`src/rtl/encode_pkg.sv`:
```
// Shared definitions for the encode scheduler: FSM encodings and engine defaults.
package encode_pkg;

  typedef enum logic [1:0] {
    ST_IDLE = 2'd0,
    ST_RSTE = 2'd1,
    ST_RUN  = 2'd2,
    ST_DONE = 2'd3
  } state_t;

  // Byte-count width used by the LZS encode engine.
  localparam int LZF_WIDTH_DEF = 20;

endpackage

```
`src/rtl/rr_arb.sv`:
```
// Round-robin picker: first asserted request at or after ptr, cyclic.
// Purely combinational; the caller registers the grant.
module rr_arb #(
  parameter int NCH = 4,
  parameter int CW  = 2
) (
  input  logic [NCH-1:0] req,
  input  logic [CW-1:0]  ptr,
  output logic [CW-1:0]  gnt,
  output logic           gnt_vld
);

  logic [CW-1:0] idx;

  // Scan from the far end back to ptr so the closest requester overwrites the rest.
  always_comb begin
    gnt     = '0;
    gnt_vld = 1'b0;
    idx     = '0;
    for (int i = NCH - 1; i >= 0; i--) begin
      idx = CW'((int'(ptr) + i) % NCH);
      if (req[idx]) begin
        gnt     = idx;
        gnt_vld = 1'b1;
      end
    end
  end

endmodule

```
`src/rtl/encode_sched.sv`:
```
// Time-shares one LZS encode engine across NCH source channels.
// Grant (round-robin) -> hold engine in reset -> run with the granted FIFO
// muxed in -> one-cycle completion pulse back to that channel.
module encode_sched
  import encode_pkg::*;
#(
  parameter int NCH       = 4,
  parameter int CW        = 2,
  parameter int LZF_WIDTH = LZF_WIDTH_DEF,
  parameter int RST_CYC   = 4,
  parameter int TMO_W     = 16
) (
  input  logic                     clk,
  input  logic                     rstn,
  input  logic [NCH-1:0]           ch_req,
  input  logic [NCH-1:0]           ch_src_empty,
  input  logic [NCH-1:0]           ch_last,
  input  logic [NCH*64-1:0]        ch_fi,
  input  logic [NCH*LZF_WIDTH-1:0] ch_fi_cnt,
  output logic [NCH-1:0]           ch_getn,
  output logic [NCH-1:0]           ch_done,
  output logic [NCH-1:0]           ch_err,
  input  logic                     dst_full,
  output logic                     enc_rst,
  output logic                     enc_ce,
  output logic [63:0]              enc_fi,
  output logic [LZF_WIDTH-1:0]     enc_fi_cnt,
  output logic                     enc_src_empty,
  output logic                     enc_last,
  output logic                     enc_fo_full,
  input  logic                     enc_src_getn,
  input  logic                     enc_endn,
  output logic [CW-1:0]            cur_ch,
  output logic                     busy
);

  localparam int             RCW       = (RST_CYC > 1) ? $clog2(RST_CYC) : 1;
  localparam logic [RCW-1:0] RCNT_LAST = RCW'(RST_CYC - 1);

  logic [NCH-1:0][63:0]          fi_a;
  logic [NCH-1:0][LZF_WIDTH-1:0] cnt_a;

  state_t         state, state_nxt;
  logic [CW-1:0]  rr_ptr, gnt;
  logic           gnt_vld;
  logic [RCW-1:0] rcnt;
  logic [TMO_W-1:0] wcnt, wcnt_nxt;
  logic           timeout, err_q;

  assign fi_a  = ch_fi;
  assign cnt_a = ch_fi_cnt;

  // Data and count follow the granted slice at all times; only the
  // handshake-side signals are gated to RUN.
  assign enc_fi      = fi_a[cur_ch];
  assign enc_fi_cnt  = cnt_a[cur_ch];
  assign enc_fo_full = dst_full;

  rr_arb #(.NCH(NCH), .CW(CW)) u_arb (
    .req     (ch_req),
    .ptr     (rr_ptr),
    .gnt     (gnt),
    .gnt_vld (gnt_vld)
  );

  // Watchdog next value: any pop clears it, otherwise count up and stick at all-ones.
  always_comb begin
    wcnt_nxt = '0;
    if (enc_src_getn) wcnt_nxt = (wcnt == '1) ? wcnt : wcnt + 1'b1;
  end

  // Abort when this idle cycle would bring the watchdog to all-ones.
  assign timeout = enc_src_getn && (wcnt_nxt == '1);

  // State register.
  always_ff @(posedge clk or negedge rstn) begin
    if (!rstn) state <= ST_IDLE;
    else       state <= state_nxt;
  end

  // Next state and all engine/channel-side outputs.
  always_comb begin
    state_nxt     = state;
    enc_rst       = 1'b1;
    enc_ce        = 1'b0;
    busy          = 1'b1;
    enc_src_empty = 1'b1;
    enc_last      = 1'b0;
    ch_getn       = '1;
    ch_done       = '0;
    ch_err        = '0;
    case (state)
      ST_IDLE: begin
        busy = 1'b0;
        if (gnt_vld) state_nxt = ST_RSTE;
      end
      ST_RSTE: begin
        if (rcnt == RCNT_LAST) state_nxt = ST_RUN;
      end
      ST_RUN: begin
        enc_rst         = 1'b0;
        enc_ce          = 1'b1;
        enc_src_empty   = ch_src_empty[cur_ch];
        enc_last        = ch_last[cur_ch];
        ch_getn[cur_ch] = enc_src_getn;
        if (!enc_endn || timeout) state_nxt = ST_DONE;
      end
      ST_DONE: begin
        ch_done[cur_ch] = 1'b1;
        ch_err[cur_ch]  = err_q;
        state_nxt       = ST_IDLE;
      end
      default: state_nxt = ST_IDLE;
    endcase
  end

  // Grant capture, round-robin pointer, reset-hold and watchdog counters.
  always_ff @(posedge clk or negedge rstn) begin
    if (!rstn) begin
      cur_ch <= '0;
      rr_ptr <= '0;
      rcnt   <= '0;
      wcnt   <= '0;
      err_q  <= 1'b0;
    end else begin
      if (state == ST_IDLE && gnt_vld) cur_ch <= gnt;
      if (state == ST_DONE)
        rr_ptr <= (cur_ch == CW'(NCH - 1)) ? '0 : cur_ch + 1'b1;
      rcnt <= (state == ST_RSTE) ? rcnt + 1'b1 : '0;
      wcnt <= (state == ST_RUN) ? wcnt_nxt : '0;
      // An end-of-job in the timeout cycle wins, so the job closes clean.
      if (state == ST_RUN) err_q <= timeout && enc_endn;
    end
  end

endmodule

```
`config.mk`:
```
export PLATFORM = sky130hd
export DESIGN_NAME = encode_sched
export DESIGN_NICKNAME = d
export VERILOG_FILES = /design/src/rtl/encode_pkg.sv /design/src/rtl/rr_arb.sv /design/src/rtl/encode_sched.sv
export SDC_FILE = /design/constraint.sdc
export NUM_CORES = 1
export LEC_CHECK = 0
export BUFFER_PORTS_ARGS = -buffer_cell sky130_fd_sc_hd__buf_2
export CAP_MARGIN = 30
export CORE_AREA = 2 2 177 179
export CTS_BUF_LIST = sky130_fd_sc_hd__clkbuf_2 sky130_fd_sc_hd__clkbuf_4 sky130_fd_sc_hd__clkbuf_8
export DETAILED_ROUTE_END_ITERATION = 10
export DIE_AREA = 0 0 179 181
export GPL_ROUTABILITY_DRIVEN = 0
export SYNTH_ARGS = -nofsm -noshare
export SYNTH_HDL_FRONTEND = slang
export SYNTH_SLANG_ARGS = --single-unit
```
`constraint.sdc`:
```
create_clock -name clk -period 3.5 [get_ports clk]
set_input_delay 1.05 -clock clk [delete_from_list [all_inputs] [get_ports clk]]
set_output_delay 1.05 -clock clk [all_outputs]
set_load 0.05 [all_outputs]
```
==> results of run 1 <==
-- cell type report --
class                      count  area (µm²)
antenna                        7        17.5
clock buffer                   3        41.3
clock inverter                 1        5.00
fill                        3344       23800
inverter                      13        48.8
multi-input combinational    232        2950
sequential                    25         633
tap                          396         495
timing repair buffer         462        2380
-- state kept, by name, indices dropped and copies added, names as in the netlist --
| register | cells |
|---|---|
| rr_ptr | 2 |
| state | 2 |
| err_q | 1 |
| rcnt | 2 |
| cur_ch | 2 |
| wcnt | 16 |
-- layer usage --
layer | global-route usage | up-vias | part of all wire
li1 | - | 2130 | -
met1 | 0.207 | 2373 | 0.39
met2 | 0.232 | 400 | 0.40
met3 | 0.132 | 25 | 0.20
met4 | 0.0231 | 6 | 0.012
met5 | 0 | - | 0.0013
-- logic make-up after synthesis --
kind of cell | count (synthesis) | synth area share
simple gates | 92 | 0.140
flops | 25 | 0.167
fa+ha+maj | 10 | 0.0335
mux | 96 | 0.546
buf+inv | 40 | 0.0438
compound gates | 27 | 0.0529
xor+xnor | 7 | 0.0164
-- path summary, 6_finish.rpt --
kind / cells after the start / end / slack [ns] / startpoint
setup / recovery: 4 / enc_last / 0.26 / ch_last[3]
hold / removal: 1 / rcnt[0] / 0.44 / rcnt[0]
setup reg to reg: 8 / state[1] / 0.50 / wcnt[0]
hold reg to reg: 1 / rcnt[0] / 0.44 / rcnt[0]
max in group asynchronous: 1 / cur_ch[1] / 2.30 / rstn
min in group asynchronous: 1 / wcnt[13] / 0.76 / rstn
-- report_power, final --
part,total (mW),internal [mW],switching [mW]
registers,0.509,0.342,0.168
clock network,0.180,0.0800,0.0999
logic,4.97,1.48,3.49
-- layout by cell type, fill, tap and decap left out, drive strengths merged, types with 2 or more instances in the layout --
cell,Yosys,final
nor3,2,2
mux2,3,3
dfrtp,25,25
o22ai,3,3
inv,13,13
mux2i,7,7
buf,12,462
nor4,9,9
a21oi,4,4
xnor2,2,2
clkbuf,15,3
a311oi,2,2
nand4b,2,2
or3,2,2
nand2b,3,3
ha,10,10
or4b,2,2
diode,0,7
nor2b,4,4
o211ai,2,2
nand4,7,7
nand2,20,20
nor2,21,21
o21ai,7,7
and2,6,6
or4,2,2
mux4,86,86
and3,5,5
nand3,5,5
xor2,5,5
-- synth_stat cells, drive strengths merged (7+ instances only) --
cell type	count
buf	12
clkbuf	15
dfrtp	25
ha	10
inv	13
mux2i	7
mux4	86
nand2	20
nand4	7
nor2	21
nor4	9
o21ai	7
-- per-stage QoR --
stage,std cells,area (µm²)
after floorplan,297,3740
after global placement,1128,6510
after detailed placement,1128,6510
after CTS,1132,6560
after global routing,1134,6560
final,1139,6570
==> results by group, run 1 <==
Floorplan
  • FP Rows: 64
  • Total die area: 0.0324 mm²
  • Die Y: 181 µm
  • Starting density of the core: 0.123
  • Io pins: 457
  • Core area: 0.0303 mm²
  • Die width: 179 µm

Timing
  • Rel. slew slack: 0.601
  • Hold Slack: 0.438 ns
  • Actual slew at the worst max-slew pin: 0.599 ns
  • Layout Skew: 0.00220 ns
  • Min cycle time layout: 3.24 ns
  • Final Slew Violations: 0
  • F_max: 0.309 GHz
  • Final Hold Vio Count: 0
  • RSZ-0062 raised after global routing: no
  • Final setup vio count: 0
  • PnR worst setup slack: 0.262 ns
  • Setup TNS: 0 ns
  • Ratio of final minimum period to clock period: 0.925

Setup path
  • Top delay family on crit path: multiplexers
  • Largest stage delay on the critical path: 0.56 ns
  • Critical path peak fanout: 1
  • Kind of critical path: input port to output port
  • Worst EP required: 2.45 ns
  • Slowest CP cell: mux4_2
  • WP data arrival: 2.19 ns
  • Worst path bufs/invs: 2
  • Top cell by count, worst path: buf_2
  • CP startpoint kind: input port
  • CP Capture Type: output port
  • Worst-path cell chain: buf_2, mux4_2, and2_1, buf_2

Yosys
  • Asr flop ratio synth: 1.00
  • Synth cell types: 48
  • Avg Inst Size Synth: 12.6 µm²
  • Synthesized net count: 660
  • Sequential area share after synthesis: 0.167
  • Post-synth EDFFs: 0
  • Seq cells post-synth: 25
  • Top-area cell type share of the netlist area: 0.518
  • Top FF cell, synth: dfrtp_1
  • Top area cells in the synthesized netlist: mux4_2 (52%), dfrtp_1 (17%), ha_1 (3.3%)
  • Synthesized area: 0.00374 mm²
  • Yosys warnings: 0
  • Cell count after synthesis: 297
  • Synth area leader: mux4_2

Route
  • Via density: 4.33
  • Drt initial violations: 420
  • Mean routed wirelength per cell: 25.7 µm
  • Drc violations: 0
  • Final ANT Viol Nets: 0
  • Final WL: 29300 µm
  • Vias: 4934
  • Pre-Repair DR Iteration Count: 5

Final layout
  • Final net count: 1100
  • Final core occ: 0.217
  • Layout cell share with drive strength beyond 1: 0.766
  • Area Overhead vs Synth: 75.8%

Clock tree
  • H-tree depth: 1
  • Post_cts resized: 0
  • Max Buffers Root-to-Sink: 2
  • Reg clk slew, reported paths: 0.09 ns
  • Root Driver: clkbuf_8
  • Hold buffer count at CTS: 0
  • Cts bufs inserted: 3
  • Worst-Skew Late Latency: 0.28 ns
  • Total setup buffers inserted after CTS: 0
  • CTS tree: done
  • Sink Count: 25

Pwr
  • Leak pwr: 3.06 nW
  • Peak VDD IR: 0.000348 V
  • Power Dens Cells: 862 mW/mm²
  • Power, Total: 5.66 mW

Placed design
  • I/O Buffers: 454
  • HPWL after detailed placement: 27100 µm
  • Pre-CTS setup slack: 0.249 ns

Job
  • Max_cap viols: 0

GRT
  • Initial antenna violation count: 12
  • First-pass GRT wire length: 36600 µm
  • Total gr overflow: 0
  • Vias in the first global route: 4769
  • GR Util All Layers: 0.167
  • Largest net degree at the start of global routing: 37

Run status
  • Outcome: finished clean

Min path
  • Min-delay worst type: register to register
(Power assumes the default switching activity.)
==> inputs of run 2 (changes only) <==
==> constraint.sdc (replaced) <==
create_clock -name clk -period 3.5 [get_ports clk]
set_input_delay 0.175 -clock clk [delete_from_list [all_inputs] [get_ports clk]]
set_output_delay 0.175 -clock clk [all_outputs]
set_load 0.05 [all_outputs]
==> results by group, run 2 (synthesis gave the netlist of run 1 again) <==
Route
  • Mean routed wirelength per cell: 24.5 µm (-4.8%)
  • Final ANT Viol Nets: 0 (unchanged)
  • Final WL: 27800 µm (-5.1%)
  • Drc violations: 0 (unchanged)
  • Drt initial violations: 341 (-19%)
  • Via density: 4.35 (+0.47%)
  • Vias: 4940 (+0.12%)
  • Pre-Repair DR Iteration Count: 5 (unchanged)

Setup path
  • Worst EP required: 3.67 ns (+1.22 ns)
  • R2r setup slk: 0.31 ns (-0.19 ns)
  • Worst-path cell chain: ha_1, nand3_1, nor4_4, a211oi_1, a2111oi_2, nand3_1, a311oi_2, mux2_1
  • Largest stage delay on the critical path: 0.52 ns (-0.04 ns)
  • Critical path peak fanout: 9 (+8)
  • Kind of critical path: register to register
  • Setup crit start: wcnt[0]
  • Reg-to-reg critical path endpoint: state[1]
  • Worst setup path endpoint: state[1]
  • WP data arrival: 3.36 ns (+1.17 ns)
  • Top cell by count, worst path: nand3_1
  • Worst R2R Start: wcnt[0]
  • CP Capture Type: register
  • Worst Reg2Reg Path Length in Cells: 8 (unchanged)
  • Slowest CP cell: nor4_4
  • CP startpoint kind: register

Pwr
  • Switching share of power: 0.657 (-0.00740)
  • Pint: 1.88 mW (-1.2%)
  • Power, Total: 5.47 mW (-3.4%)
  • Leak pwr: 3.05 nW (-0.43%)
  • Combinational Power Share: 0.874 (-0.004)
  • Switching Power: 3.60 mW (-4.4%)
  • Power Dens Cells: 837 mW/mm² (-2.9%)
  • Peak VDD IR: 0.000346 V (-0.57%)
  • Seq pwr share: 0.093 (+0.003)
  • Clk pwr share: 0.033 (about the same)

Timing
  • Setup TNS: 0 ns (unchanged)
  • Layout Skew: 0.00447 ns (+0.00227 ns)
  • RSZ-0062 raised after global routing: no
  • Final Hold Vio Count: 0 (unchanged)
  • Actual slew at the worst max-slew pin: 0.587 ns (-0.0118 ns)
  • F_max: 0.313 GHz (+1.5%)
  • Final setup vio count: 0 (unchanged)
  • Min cycle time layout: 3.19 ns (-0.0470 ns)
  • Rel. slew slack: 0.608 (+0.00788)
  • Final Slew Violations: 0 (unchanged)
  • Ratio of final minimum period to clock period: 0.912 (-0.0134)

Min path
  • Min-delay worst type: input port to register

Clock tree
  • Sink Count: 25 (unchanged)
  • CTS tree: done
  • Reg clk slew, reported paths: 0.09 ns (about the same)
  • Max Buffers Root-to-Sink: 2 (unchanged)
  • Root Driver: clkbuf_8
  • Cts bufs inserted: 3 (unchanged)
  • H-tree depth: 1 (unchanged)
  • Total setup buffers inserted after CTS: 0 (unchanged)
  • Worst-Skew Late Latency: 0.28 ns (about the same)

Final layout
  • Area Overhead vs Synth: 75.0%
  • Commonest non-fill, non-tap cell in the layout: buf_2
  • Final net count: 1100 (unchanged)
  • Final core occ: 0.216 (-0.000989)
  • Layout cell share with drive strength beyond 1: 0.765 (-0.00136)
  • Fin cells: 1135 (-0.35%)
  • Most frequent cells in the layout: buf_2 (454), mux4_2 (86), dfrtp_1 (23)
  • Top reg by flops: wcnt
  • Max reg flops: 16 (unchanged)

Floorplan
  • Io pins: 457 (unchanged)
  • Starting density of the core: 0.123 (unchanged)
  • Die width: 179 µm (unchanged)
  • Total die area: 0.0324 mm² (unchanged)
  • FP Rows: 64 (unchanged)
  • Die Y: 181 µm (unchanged)
  • Core area: 0.0303 mm² (unchanged)

GRT
  • Total gr overflow: 0 (unchanged)
  • Vias in the first global route: 4909 (+2.9%)
  • Largest net degree at the start of global routing: 52 (+41%)
  • First-pass GRT wire length: 35900 µm (-2.0%)
  • GR Util All Layers: 0.159 (-0.00875)
  • Initial antenna violation count: 8 (-4)

Job
  • Max_cap viols: 0 (unchanged)

Placed design
  • HPWL after detailed placement: 25500 µm (-6.0%)
  • I/O Buffers: 454 (unchanged)
  • Dpl cells: 1127 (-0.089%)

Run status
  • Outcome: finished clean
[run 2: cell count changes in the layout (fill, tap and decap cells not counted)]
cell	change
buf_12	-2
dlygate4sd3_1	+1
buf_4	+1
clkinvlp_4	+1
clkinv_2	-1
diode_2	-4
[run 2: what timing repair did]
action,4_1_cts,5_1_grt
gates resized for setup,0,0
hold buffers,1,0
endpoints found under the hold margin,25,0
[run 2: layout make-up]
type	count	area (µm²)
antenna	3	7.51
clock buffer	3	41.3
clock inverter	1	7.51
fill	3339	23800
inverter	13	48.8
multi-input combinational	232	2950
sequential	25	633
tap	396	495
timing repair buffer	462	2360
[run 2: power by group through the flow]
stage	registers [mW]	clock network, mW	logic (mW)
2_1_floorplan	0.415	0	3.45
3_3_place_gp	0.515	0	4.81
3_5_place_dp	0.520	0	4.82
4_1_cts	0.515	0.187	4.83
5_1_grt	0.533	0.198	5.06
6_report	0.511	0.181	4.78
[run 2: metal layers]
metal	part of all wire	vias up	GRT usage	wire, µm
met1	0.38	2376	0.203	10600
met4	0.0080	4	0.0263	221
li1	-	2123	-	-
met3	0.21	21	0.119	5890
met5	0.00083	-	0	23
met2	0.40	416	0.212	11100
[run 2: worst min path at each step]
stage / from / endpoint / depth (start not counted)
final: enc_endn / err_q / 3
after global placement: rstn / rcnt[1] / 1
after global routing: enc_endn / err_q / 3
after detailed placement: rstn / rcnt[1] / 1
after floorplan: rstn / cur_ch[0] / 0
after CTS: enc_endn / err_q / 3
[run 2: critical path: cells and delay by family (launching register included)]
family / cells / cell delay [ns]
AOI/OAI and AO/OA: 3 / 0.86
muxes: 1 / 0.35
and+or+nand+nor: 3 / 0.99
adders and majority gates: 1 / 0.42
DFF: 1 / 0.47
[run 2: through the flow]
stage                     setup WS [ns]  area [µm²]  hold slack [ns]
after CTS                         0.374        6540            0.167
after detailed placement          0.404        6480            0.206
final                             0.309        6540            0.171
after global placement            0.507        6480            0.205
after floorplan                   0.625        3740           -0.121
after global routing              0.163        6540            0.183
==> inputs of run 3 (changes only) <==
CORE_AREA = 2 2 178 180   (was 2 2 177 179)
DIE_AREA = 0 0 180 182   (was 0 0 179 181)
SKIP_CTS_REPAIR_TIMING = 1   (was unset)
SYNTH_HIERARCHICAL = 1   (was unset)
==> results by group, run 3 <==
Route
  • Drt initial violations: 287 (-16%)
  • Pre-Repair DR Iteration Count: 5 (unchanged)
  • Via density: 4.30 (-1.1%)
  • Mean routed wirelength per cell: 21.5 µm (-12%)
  • Vias: 4958 (+0.36%)
  • Max Used Layer: met5
  • Drc violations: 0 (unchanged)
  • Met3 wire length: 2160 µm (-63%)
  • Metal2 WL: 12900 µm (+17%)
  • Final WL: 24700 µm (-11%)
  • Met1 WL: 9130 µm (-14%)
  • Final ANT Viol Nets: 0 (unchanged)

Setup path
  • Critical path peak fanout: 11 (+2)
  • WP data arrival: 3.01 ns (-0.35 ns)
  • Worst-path cell chain: ha_1, nand4_1, nor4_2, buf_4, or4b_4, a2111oi_4, o221ai_1, or3b_1
  • CP startpoint kind: register
  • Worst path bufs/invs: 1 (+1)
  • Top delay family on crit path: simple AND/OR/NAND/NOR gates
  • Kind of critical path: register to register
  • Worst EP required: 3.64 ns (-0.03 ns)
  • CP Capture Type: register
  • Slowest CP cell: dfrtp_1
  • Largest stage delay on the critical path: 0.50 ns (-0.02 ns)

Floorplan
  • Io pins: 457 (unchanged)
  • Starting density of the core: 0.122 (-0.00112)
  • Total die area: 0.0328 mm² (+1.1%)
  • Die width: 180 µm (+0.56%)
  • Core area: 0.0310 mm² (+2.1%)
  • FP Rows: 65 (+1.6%)
  • Die Y: 182 µm (+0.55%)

Final layout
  • Commonest non-fill, non-tap cell in the layout: buf_2
  • Footprint of the multi-input gates: 0.00300 mm² (+1.9%)
  • Top reg by flops: wcnt
  • Sequential cell area: 633 µm² (unchanged)
  • Area Overhead vs Synth: 74.5%
  • Layout cell share with drive strength beyond 1: 0.757 (-0.00794)
  • Max reg flops: 16 (unchanged)
  • Most frequent cells in the layout: buf_2 (454), mux4_2 (86), nor2_1 (25)
  • Final net count: 1114 (+1.3%)
  • # fillers: 3410 (+2.1%)

Pwr
  • Combinational Power Share: 0.856 (-0.018)
  • Power Dens Cells: 901 mW/mm² (+7.7%)
  • Switching share of power: 0.650 (-0.00648)
  • Peak VDD IR: 0.000462 V (+33%)
  • Switching Power: 3.87 mW (+7.5%)
  • Leak pwr: 3.10 nW (+1.7%)
  • Pint: 2.08 mW (+11%)
  • Power, Total: 5.94 mW (+8.6%)
  • Clk pwr share: 0.031 (-0.002)
  • Seq pwr share: 0.112 (+0.019)

Placed design
  • HPWL after detailed placement: 22500 µm (-12%)
  • I/O Buffers: 454 (unchanged)

Clock tree
  • Worst-Skew Late Latency: 0.28 ns (about the same)
  • H-tree depth: 1 (unchanged)
  • Sink Count: 25 (unchanged)
  • Max Buffers Root-to-Sink: 2 (unchanged)
  • Reg clk slew, reported paths: 0.10 ns (about the same)
  • Root Driver: clkbuf_8
  • Cts bufs inserted: 3 (unchanged)
  • CTS tree: done

Yosys
  • Avg Inst Size Synth: 12.3 µm² (-2.1%)
  • Synth cell types: 50 (+4.2%)
  • Synthesized net count: 671 (+1.7%)
  • Top FF cell, synth: dfrtp_1
  • Sequential area share after synthesis: 0.165 (-0.00194)
  • Most frequent cells after synthesis: mux4_2 (86), dfrtp_1 (25), nor2_1 (25)
  • Post-synth EDFFs: 0 (unchanged)
  • Seq cells post-synth: 25 (unchanged)
  • Most frequent cell after synthesis: mux4_2
  • Yosys warnings: 6 (+6)
  • Top-area cell type share of the netlist area: 0.512 (-0.00600)
  • Top area cells in the synthesized netlist: mux4_2 (51%), dfrtp_1 (17%), ha_1 (3.6%)
  • Synthesized area: 0.00378 mm² (+1.2%)
  • Synth area leader: mux4_2
  • Asr flop ratio synth: 1.00 (unchanged)
  • Cell count after synthesis: 307 (+3.4%)

Timing
  • Setup TNS: 0 ns (unchanged)
  • Ratio of final minimum period to clock period: 0.819 (-0.0930)
  • Layout Skew: 0.0134 ns (+0.00898 ns)
  • F_max: 0.349 GHz (+11%)
  • Final setup vio count: 0 (unchanged)
  • Final Hold Vio Count: 0 (unchanged)
  • Actual slew at the worst max-slew pin: 0.934 ns (+0.346 ns)
  • Min cycle time layout: 2.87 ns (-0.326 ns)
  • Final Slew Violations: 0 (unchanged)
  • RSZ-0062 raised after global routing: no
  • Rel. slew slack: 0.377 (-0.231)

Job
  • Max_cap viols: 0 (unchanged)

Min path
  • Min-delay worst type: input port to register

GRT
  • First-pass GRT wire length: 33500 µm (-6.7%)
  • Vias in the first global route: 5027 (+2.4%)
  • Initial antenna violation count: 2 (-6)
  • GR Util All Layers: 0.139 (-0.0195)
  • Total gr overflow: 0 (unchanged)
  • Largest net degree at the start of global routing: 68 (+31%)

Run status
  • Outcome: finished clean
-- run 3: cell types whose count changed in the layout (fill, tap and decap cells not counted), sizes merged, moves of 4 or more --
cell,before,now
mux2i,7,3
nor4,9,4
nor2b,4,0
nor2,21,25
xnor2,2,6
a21oi,4,8
xor2,5,0
nor3,2,10
-- run 3: final timing paths --
| check | startpoint | to | slack [ns] | cells after the start |
|---|---|---|---|---|
| worst max-delay path | wcnt[1] | state[1] | 0.63 | 8 |
| min in group asynchronous | rstn | wcnt[14] | 0.43 | 2 |
| worst min register to register | rcnt[0] | rcnt[0] | 0.44 | 1 |
| worst min-delay path | enc_endn | err_q | 0.26 | 3 |
| max in group asynchronous | rstn | cur_ch[1] | 2.61 | 2 |
| worst max register to register | wcnt[1] | state[1] | 0.63 | 8 |
-- run 3: cell type report --
cell class,instances,area share
clock buffers,4,0.00739
repair buffers,464,0.358
well taps,402,0.0762
multi-input cells,244,0.455
diodes,1,0.000379
flip-flops and latches,25,0.0959
inverters,12,0.00683
-- run 3: power groups by stage --
stage	logic, mW	registers, mW	clock network [mW]
5_1_grt	5.30	0.709	0.206
4_1_cts	5.19	0.684	0.189
3_5_place_dp	5.18	0.690	0
6_report	5.09	0.666	0.187
2_1_floorplan	3.90	0.433	0
3_3_place_gp	5.17	0.681	0
-- run 3: routing by layer --
metal  vias up  GRT usage
met1      2413      0.169
li1       2158          -
met5         -          0
met2       357      0.254
met4         2     0.0257
met3        28     0.0291
-- run 3: worst reg2reg max path, stage by stage (launching register included) --
cell,delay (ns)
dfrtp_1,0.50
ha_1,0.31
nand4_1,0.22
nor4_2,0.09
buf_4,0.19
or4b_4,0.50
a2111oi_4,0.39
o221ai_1,0.17
or3b_1,0.38
-- run 3: logic make-up (layout without fill, tap and decap cells) --
logic type	Yosys count	count (layout)	share of synthesized area
AND/OR/NAND/NOR	98	98	0.140
multiplexers	94	94	0.535
buffers and inverters	38	480	0.0404
AO/OA/AOI/OAI	35	35	0.0695
flip-flops	25	25	0.165
adder cells (fa/ha/maj)	11	11	0.0364
XOR/XNOR	6	6	0.0139
other	0	1	0
-- run 3: metrics by stage --
stage / hold slack (ns) / utilization / area [µm²] / std cells / setup WS [ns]
final: 0.263 / 0.213 / 6600 / 1152 / 0.635
after floorplan: -0.121 / - / 3780 / 307 / 0.882
after CTS: -0.0975 / 0.213 / 6590 / 1150 / 0.639
after detailed placement: 0.214 / 0.211 / 6540 / 1146 / 0.685
after global routing: 0.287 / 0.213 / 6600 / 1151 / 0.518
after global placement: 0.201 / 0.211 / 6540 / 1146 / 0.699
